`config.mk`:
```
export PLATFORM = sky130hd
export DESIGN_NAME = serial_compare_arbiter
export DESIGN_NICKNAME = d
export VERILOG_FILES = /design/src/rtl/serial_compare_arbiter.sv
export SDC_FILE = /design/constraint.sdc
export NUM_CORES = 1
export LEC_CHECK = 0
export CORE_MARGIN = 8
export CORE_UTILIZATION = 49
export CTS_CLUSTER_DIAMETER = 60
export CTS_CLUSTER_SIZE = 24
export DETAILED_ROUTE_END_ITERATION = 6
export PLACE_DENSITY = 0.84
export SLEW_MARGIN = 10
export SYNTH_ARGS = -nofsm -noshare
export SYNTH_HDL_FRONTEND = slang
export SYNTH_SLANG_ARGS = --single-unit
```
`constraint.sdc`:
```
create_clock -name clk -period 3.35 [get_ports clk]
set_input_delay 0.335 -clock clk [delete_from_list [all_inputs] [get_ports clk]]
set_output_delay 0.335 -clock clk [all_outputs]
set_load 0.01 [all_outputs]
```
`src/rtl/serial_compare_arbiter.sv`:
```
// -----------------------------------------------------------------------------
// serial_compare_arbiter
//
// Shares one external 1-bit equality comparator among NREQ requesters. A
// requester is granted round-robin, its two WIDTH-bit operands are captured,
// and their bits are streamed MSB-first through the comparator. The first
// differing bit ends the comparison early; if no bit differs the operands
// are equal. The verdict is reported as eq/gt/lt (unsigned).
//
// Ports:
//   clk      rising-edge clock
//   rst      asynchronous active-high reset
//   req      per-requester request, bit i = requester i
//   opa/opb  operand A/B per requester, slice i = op[i*WIDTH +: WIDTH]
//   gnt      one-hot grant, held through RUN and DONE
//   busy     high while RUN or DONE
//   cmp_a    bit presented to comparator input a (0 outside RUN)
//   cmp_b    bit presented to comparator input b (0 outside RUN)
//   cmp_res  comparator result (1 = bits equal), combinational from cmp_a/b
//   done     one-cycle completion pulse
//   done_id  index of the requester that completed
//   eq/gt/lt comparison verdict, held until the next completion
// -----------------------------------------------------------------------------
module serial_compare_arbiter #(
    parameter  int NREQ  = 2,
    parameter  int WIDTH = 8,
    localparam int IDW   = (NREQ > 1) ? $clog2(NREQ) : 1
) (
    input  logic                    clk,
    input  logic                    rst,
    input  logic [NREQ-1:0]         req,
    input  logic [NREQ*WIDTH-1:0]   opa,
    input  logic [NREQ*WIDTH-1:0]   opb,
    output logic [NREQ-1:0]         gnt,
    output logic                    busy,
    output logic                    cmp_a,
    output logic                    cmp_b,
    input  logic                    cmp_res,
    output logic                    done,
    output logic [IDW-1:0]          done_id,
    output logic                    eq,
    output logic                    gt,
    output logic                    lt
);

    localparam int             IW       = (WIDTH > 1) ? $clog2(WIDTH) : 1;
    localparam logic [IW-1:0]  IDX_TOP  = IW'(WIDTH - 1);
    // Pointer starts at the last requester so the search begins at 0.
    localparam logic [IDW-1:0] PTR_RST  = IDW'(NREQ - 1);

    typedef enum logic [1:0] {
        ST_IDLE = 2'd0,
        ST_RUN  = 2'd1,
        ST_DONE = 2'd2
    } state_t;

    state_t             state_r;
    state_t             state_nxt_s;
    logic [WIDTH-1:0]   a_r;
    logic [WIDTH-1:0]   b_r;
    logic [IW-1:0]      idx_r;
    logic [IDW-1:0]     ptr_r;
    logic [IDW-1:0]     gid_r;
    logic [NREQ-1:0]    gnt_r;
    logic               done_r;
    logic [IDW-1:0]     done_id_r;
    logic               eq_r;
    logic               gt_r;
    logic               lt_r;
    logic               found_s;
    logic [IDW-1:0]     win_s;
    logic               last_bit_s;

    assign last_bit_s = (idx_r == {IW{1'b0}});

    // Round-robin winner: first requesting index after the pointer, with wrap.
    always_comb begin
        found_s = 1'b0;
        win_s   = {IDW{1'b0}};
        for (int i = 0; i < NREQ; i++) begin
            logic [IDW-1:0] cand_s;
            cand_s = IDW'((int'(ptr_r) + 1 + i) % NREQ);
            if (!found_s && req[cand_s]) begin
                found_s = 1'b1;
                win_s   = cand_s;
            end else begin
                found_s = found_s;
            end
        end
    end

    // FSM state register.
    always_ff @(posedge clk or posedge rst) begin
        if (rst) begin
            state_r <= ST_IDLE;
        end else begin
            state_r <= state_nxt_s;
        end
    end

    // FSM next-state logic; a comparator mismatch ends RUN early.
    always_comb begin
        state_nxt_s = state_r;
        case (state_r)
            ST_IDLE: begin
                if (found_s) state_nxt_s = ST_RUN;
                else         state_nxt_s = ST_IDLE;
            end
            ST_RUN: begin
                if (!cmp_res || last_bit_s) state_nxt_s = ST_DONE;
                else                        state_nxt_s = ST_RUN;
            end
            ST_DONE: state_nxt_s = ST_IDLE;
            default: state_nxt_s = ST_IDLE;
        endcase
    end

    // FSM outputs: comparator bits come straight from the captured operands.
    always_comb begin
        busy  = (state_r != ST_IDLE);
        cmp_a = 1'b0;
        cmp_b = 1'b0;
        if (state_r == ST_RUN) begin
            cmp_a = a_r[idx_r];
            cmp_b = b_r[idx_r];
        end else begin
            cmp_a = 1'b0;
            cmp_b = 1'b0;
        end
    end

    // Datapath: operand capture, bit walk, verdict and round-robin pointer.
    always_ff @(posedge clk or posedge rst) begin
        if (rst) begin
            a_r       <= {WIDTH{1'b0}};
            b_r       <= {WIDTH{1'b0}};
            idx_r     <= IDX_TOP;
            ptr_r     <= PTR_RST;
            gid_r     <= {IDW{1'b0}};
            gnt_r     <= {NREQ{1'b0}};
            done_r    <= 1'b0;
            done_id_r <= {IDW{1'b0}};
            eq_r      <= 1'b0;
            gt_r      <= 1'b0;
            lt_r      <= 1'b0;
        end else begin
            case (state_r)
                ST_IDLE: begin
                    done_r <= 1'b0;
                    if (found_s) begin
                        a_r   <= opa[int'(win_s)*WIDTH +: WIDTH];
                        b_r   <= opb[int'(win_s)*WIDTH +: WIDTH];
                        gid_r <= win_s;
                        gnt_r <= {{(NREQ-1){1'b0}}, 1'b1} << win_s;
                        idx_r <= IDX_TOP;
                    end else begin
                        gnt_r <= {NREQ{1'b0}};
                    end
                end
                ST_RUN: begin
                    if (!cmp_res) begin
                        // First differing bit decides: A has the 1 means A > B.
                        eq_r      <= 1'b0;
                        gt_r      <= a_r[idx_r];
                        lt_r      <= ~a_r[idx_r];
                        done_r    <= 1'b1;
                        done_id_r <= gid_r;
                    end else if (last_bit_s) begin
                        eq_r      <= 1'b1;
                        gt_r      <= 1'b0;
                        lt_r      <= 1'b0;
                        done_r    <= 1'b1;
                        done_id_r <= gid_r;
                    end else begin
                        idx_r <= idx_r - IW'(1);
                    end
                end
                ST_DONE: begin
                    done_r <= 1'b0;
                    gnt_r  <= {NREQ{1'b0}};
                    ptr_r  <= gid_r;
                    idx_r  <= IDX_TOP;
                end
                default: begin
                    done_r <= 1'b0;
                    gnt_r  <= {NREQ{1'b0}};
                end
            endcase
        end
    end

    assign gnt     = gnt_r;
    assign done    = done_r;
    assign done_id = done_id_r;
    assign eq      = eq_r;
    assign gt      = gt_r;
    assign lt      = lt_r;

endmodule
```
==> flow_summary_export.csv <==
group,metric,value,unit
status,status,"finished clean",
global_routing,antenna_found_initial,0,
place,dpl_cell_area,0.00192,mm2
yosys,synth_area_per_cell,11.0,um2
floorplan,die_area,0.00509,mm2
layout,mostFrequentLayoutCell,"clkdlybuf4s50_1",
critical_path,crit_start,"idx_r[0]$_DFFE_PP1P_",
yosys,yosysSeqAreaShare,50.3,%
floorplan,core,0.00298,mm2
clock_tree,insertion_delay,330,ps
global_routing,track_usage,14.8,%
global_routing,overflow,0,
clock_tree,clockRootBuffer,"clkbuf_4",
critical_path,worstPathArrival,2310,ps
clock_tree,cts_setup_buffers,0,
yosys,synthDistinctLibCells,37,
floorplan,die_w,71.4,um
yosys,synth_edf_count,0,
clock_tree,cts.sinks,30,
clock_tree,ctsResizeCount,0,
drt,drt_first_pass_iters,6,
critical_path,critical_path_class,"reg -> out",
clock_tree,cts_buffers,5,
layout,final_cell_mix,"clkdlybuf4s50_1, dfrtp_1, inv_1",
yosys,syn_inst,136,
yosys,synth_nets,175,
place,portBuffers,46,
clock_tree,cts_tree,"built",
global_routing,grt_start_max_net_pins,31,
critical_path,crit_required,3010,ps
clock_tree,cts-htree-levels,2,
sta,fmax,379,MHz
yosys,ys_ff_latch,30,
floorplan,ioPinCount,47,
yosys,yosysWarnings,0,
sta,slew-limit-headroom,31.3,%
sta,finClkSkew,12.0,ps
place,gp_congestion,0.846,
sta,rsz0062_at_grt,"no",
drt,wire_per_inst,17.1,um
layout,finalNonFillerCells,213,
worst_hold_path,worstHoldPathType,"in -> async",
critical_path,endpoint_kind,"output port",
yosys,synth_top_area_share,43.3,%
run,drv_cap,0,
global_routing,grt_pass1_wl,5830,um
layout,drive_gt1_share,11.1,%
sta,slew_viol_final,0,
yosys,yosys.area.top_type,"dfrtp_1",
drt,vias,1253,
clock_tree,clockBufferDepth,2,
place,dp_cells,205,
sta,hold_viol,0,
critical_path,worstReg2RegStart,"idx_r[0]$_DFFE_PP1P_",
sta,setup_viol,0,
drt,antenna_left,0,
drt,finalWirelength,3640,um
critical_path,reg2reg_depth,6,
critical_path,startpoint_type,"register",
critical_path,r2r_slack,1560,ps
pwr,power_density,812,mW/mm2
pwr,peakVddDrop,0.397,mV
global_routing,grt_pass1_vias,1270,
sta,fin_setup_tns,0,ps
yosys,synth-async-reset-ratio,100,%
layout,fin_area,0.00198,mm2
drt,drc_errors,0,
sta,post-route-period-util,78.8,%
layout,fin_nets,218,
pwr,p_leak,0.950,nW
place,hpwl,2740,um
floorplan,rows,20,
sta,fin_crit,2640,ps
clock_tree,ctsHoldBuffers,0,
clock_tree,clk_pin_slew_worst_paths,100,ps
layout,antennaDiodeCount,0,
sta,tightest_slew,1020,ps
drt,drt-initial-drc-count,139,
floorplan,start_util,50.4,%
yosys,netlist_top_cells_area,"dfrtp_1, a222oi_1, dfstp_2, inv_1, mux4_2",
critical_path,regToRegEndpoint,"done_id$_DFFE_PP0P_",
drt,viasPerCell,5.88,
yosys,synth_top_flop_cell,"dfrtp_1",
floorplan,die_y,71.4,um
yosys,netlist_area,0.00150,mm2
critical_path,cp-endpoint,"cmp_a",
critical_path,critical_path.max_fanout,10,
layout,areaGrowthSynthToFinish,32.2,%
==> sequential cells by signal, indices dropped and copies added, names as in the netlist <==
| signal | count |
|---|---|
| gt | 1 |
| a_r | 8 |
| eq | 1 |
| ptr_r | 1 |
| b_r | 8 |
| state_r | 2 |
| idx_r | 3 |
| done | 1 |
| gid_r | 1 |
| done_id | 1 |
| gnt | 2 |
| lt | 1 |
==> layout make-up <==
type                            count  area (um2)
Tap cell                           33        41.3
Clock inverter                      2        12.5
Inverter                           23        86.3
Multi-Input combinational cell     73         577
Sequential cell                    30         756
Clock buffer                        6        51.3
Fill cell                         237         993
Timing Repair Buffer               46         460
==> synth_stat cells, types with 3 or more instances <==
| master | instances |
|---|---|
| dfrtp_1 | 26 |
| inv_1 | 23 |
| a222oi_1 | 16 |
| nor2_1 | 10 |
| nand2_1 | 5 |
| dfstp_2 | 4 |
| mux2i_1 | 4 |
| o21ai_0 | 4 |
| buf_2 | 3 |
| buf_6 | 3 |
| nand3_1 | 3 |
==> kinds of logic after synthesis <==
group	Yosys count	synth area share, %
fa+ha+maj	2	1.67
flops	30	50.3
compound gates	33	18.7
simple gates	30	10.6
mux	8	7.42
buf+inv	33	11.2
==> layer usage <==
layer / global-route usage (%) / vias to the layer above / share of wire [%]
li1: - / 584 / -
met1: 16.0 / 607 / 40
met2: 24.5 / 51 / 51
met3: 5.86 / 11 / 6.1
met4: 7.39 / 0 / 2.4
met5: 0 / - / 0
==> worst min-delay path by stage <==
stage,end,slack (ps)
floorplan,a_r[0]$_DFFE_PP0P_,420
global placement,gnt[1]$_DFFE_PP0N_,460
detailed placement,gnt[1]$_DFFE_PP0N_,480
CTS,ptr_r$_DFFE_PP1N_,500
global route,gnt[0]$_DFFE_PP0N_,480
finish,done$_DFFE_PP0P_,410
==> report_power, final <==
part           switching [mW]  leakage [nW]  internal, mW
clock network           0.127        0.0343         0.101
registers               0.153         0.366         0.535
logic                   0.310         0.549         0.384
total                   0.591         0.950          1.02
==> worst max-delay path, stage by stage, from the launching register on <==
cell             delay, ps
dfstp_2                690
mux2_4                 320
or3_1                  320
nand4_2                110
nor2_1                  50
clkdlybuf4s50_1        480
==> metrics by stage <==
| stage | util (%) | total power [mW] | worst slack [ps] | hold WS [ps] |
|---|---|---|---|---|
| after floorplan | - | 1.17 | 1610 | 423 |
| after global placement | 64.5 | 1.36 | 1090 | 463 |
| after detailed placement | 64.5 | 1.39 | 1080 | 482 |
| after CTS | 66.6 | 1.62 | 695 | 504 |
| after global routing | 66.6 | 1.72 | 619 | 481 |
| final | 66.6 | 1.61 | 710 | 412 |
Power figures use the tool's default switching activity.
==> RTL edit: new RTL, config.mk and constraints unchanged <==
Reset style: synchronous (`rst`), changed in 2 clocked blocks. Comments in the files are not updated.
--- a/src/rtl/serial_compare_arbiter.sv
+++ b/src/rtl/serial_compare_arbiter.sv
@@ -92,3 +92,3 @@
     // FSM state register.
-    always_ff @(posedge clk or posedge rst) begin
+    always_ff @(posedge clk) begin
         if (rst) begin
@@ -132,3 +132,3 @@
     // Datapath: operand capture, bit walk, verdict and round-robin pointer.
-    always_ff @(posedge clk or posedge rst) begin
+    always_ff @(posedge clk) begin
         if (rst) begin
Function: differs if rst is asserted again (counterexample within 4 cycles, from zero or initial values and one cycle with rst high); with rst held inactive, the same outputs for 10 cycles.
==> RTL edit against the unedited design <==
  * Sequential cell count stayed put
  * Area after synthesis shrank 1.6%
  * Highest routed layer unchanged
  * Die area is 1.2% lower
  * Routed wire length up 8.6%
  * Worst setup slack improved by 81 ps
  * Final area decreased by 1.1%
  * Non-clock buffer count grew 1
Power is not compared: it rests on default switching activity, and its combinational part moved more than twofold at a synthesized area within 25%.
==> RTL edit: results (changes against the unedited design) <==
[metrics] Worst Path Arrival: 2220 ps (was 2310 ps)
[metrics] dpl cell area: 1911 sq um (was 1921 sq um)
[metrics] routing usage on met1: 0.1606 (was 0.1603)
[metrics] M3 GR Usage: 0.05932 (was 0.05858)
[metrics] Post-Route M1 WL: 1591 um (was 1468 um)
[metrics] via count normalized by instance count: 5.758 (was 5.883)
[metrics] list of most frequent post-synthesis cells: sky130_fd_sc_hd__dfxtp_1 (30), sky130_fd_sc_hd__nand2_1 (26), sky130_fd_sc_hd__nor2_1 (18) (was sky130_fd_sc_hd__dfrtp_1 (26), sky130_fd_sc_hd__inv_1 (23), sky130_fd_sc_hd__a222oi_1 (16))
[metrics] count of cell types in the netlist: 39 (was 37)
[metrics] worst hold-check path type: reg -> reg (was in -> async)
[metrics] pin count of the biggest net entering global routing: 19 (was 31)
[metrics] total half-perimeter wirelength after legalization and detailed placement: 3005 um (was 2742 um)
[metrics] grt met2 use: 0.2853 (was 0.2449)
[metrics] routability cong.: 0.8148 (was 0.8458)
[metrics] First-pass DRT Iterations: 4 (was 6)
[metrics] kind of cell adding the most delay to the critical path: multiplexers (was flip-flops)
[metrics] Max stage delay on crit path: 560 ps (was 690 ps)
[metrics] master of the slowest instance on the critical path: sky130_fd_sc_hd__mux4_2 (was sky130_fd_sc_hd__dfstp_2)
[metrics] skew final: 5.692 ps (was 12.01 ps)
[metrics] first-pass GRT wire length: 6361 um (was 5830 um)
[metrics] asr flop ratio synth: 0 (was 1.000)
[metrics] share of final-layout standard cells stronger than drive strength 1: 0.07729 (was 0.1111)
[metrics] final layout net count: 247 (was 218)
[metrics] crit path launch: idx_r[0] (unchanged)
[metrics] DR iter-0 viols: 89 (was 139)
[metrics] Met3 Routed Length: 191 um (was 221 um)
[metrics] Met2 Wirelength: 2091 um (was 1866 um)
[metrics] syn_nets: 205 (was 175)
[metrics] overall power: 0.0007916 W
[metrics] status: complete, no violations (unchanged)
[metrics] CP Max Fanout: 8 (was 10)
[metrics] top area cells in the synthesized netlist: sky130_fd_sc_hd__dfxtp_1 (41%), sky130_fd_sc_hd__nand2_1 (6.6%), sky130_fd_sc_hd__mux4_2 (6.1%) (was sky130_fd_sc_hd__dfrtp_1 (43%), sky130_fd_sc_hd__a222oi_1 (11%), sky130_fd_sc_hd__dfstp_2 (7.0%))
[metrics] Rel. slew slack: 0.5637 (was 0.3129)
==> RTL edit: cell types whose count changed after synthesis, sizes merged, moves of 6 or more <==
cell    change
nor2        +9
a222oi     -16
dfxtp      +30
a22oi       +6
nand2      +21
clkbuf      +6
dfrtp      -26
a311oi      +8
a21oi       +9
inv        -18
==> RTL edit: worst paths after layout <==
kind	end	slack (ps)
setup / recovery	cmp_a	790
hold / removal	a_r[7]	460
setup reg to reg	idx_r[0]	1340
hold reg to reg	a_r[7]	460
==> RTL edit: cell families (layout without fill, tap and decap cells) <==
family | count (synthesis) | in the layout | share of synthesized area
and+or+nand+nor | 64 | 64 | 0.2176
buffers and inverters | 17 | 58 | 0.06435
DFF | 30 | 30 | 0.4064
adders and majority gates | 2 | 2 | 0.01693
AOI/OAI and AO/OA | 47 | 47 | 0.2202
muxes | 6 | 6 | 0.07452
==> RTL edit: through the flow <==
| step | hold slack, ps | setup slack [ps] | instances |
|---|---|---|---|
| final | 464.4 | 790.6 | 240 |
| after global routing | 469.2 | 626.2 | 240 |
| after CTS | 463.0 | 770.8 | 240 |
| after detailed placement | 449.9 | 1131 | 234 |
| after global placement | 436.4 | 1183 | 234 |
| after floorplan | 428.7 | 1643 | 166 |
==> RTL edit: tightest hold or removal path, stage by stage, from the launching register on <==
cell and delay [ps]:
sky130_fd_sc_hd__dfxtp_1 320, sky130_fd_sc_hd__nand2_1 50, sky130_fd_sc_hd__a21oi_1 50
==> RTL edit: layout make-up <==
| class | instances | area (sq um) |
|---|---|---|
| inverters | 5 | 18.77 |
| flip-flops and latches | 30 | 600.6 |
| fillers | 253 | 991.0 |
| clock buffers | 6 | 51.30 |
| well taps | 33 | 41.29 |
| repair buffers | 47 | 467.9 |
| multi-input cells | 119 | 782.0 |
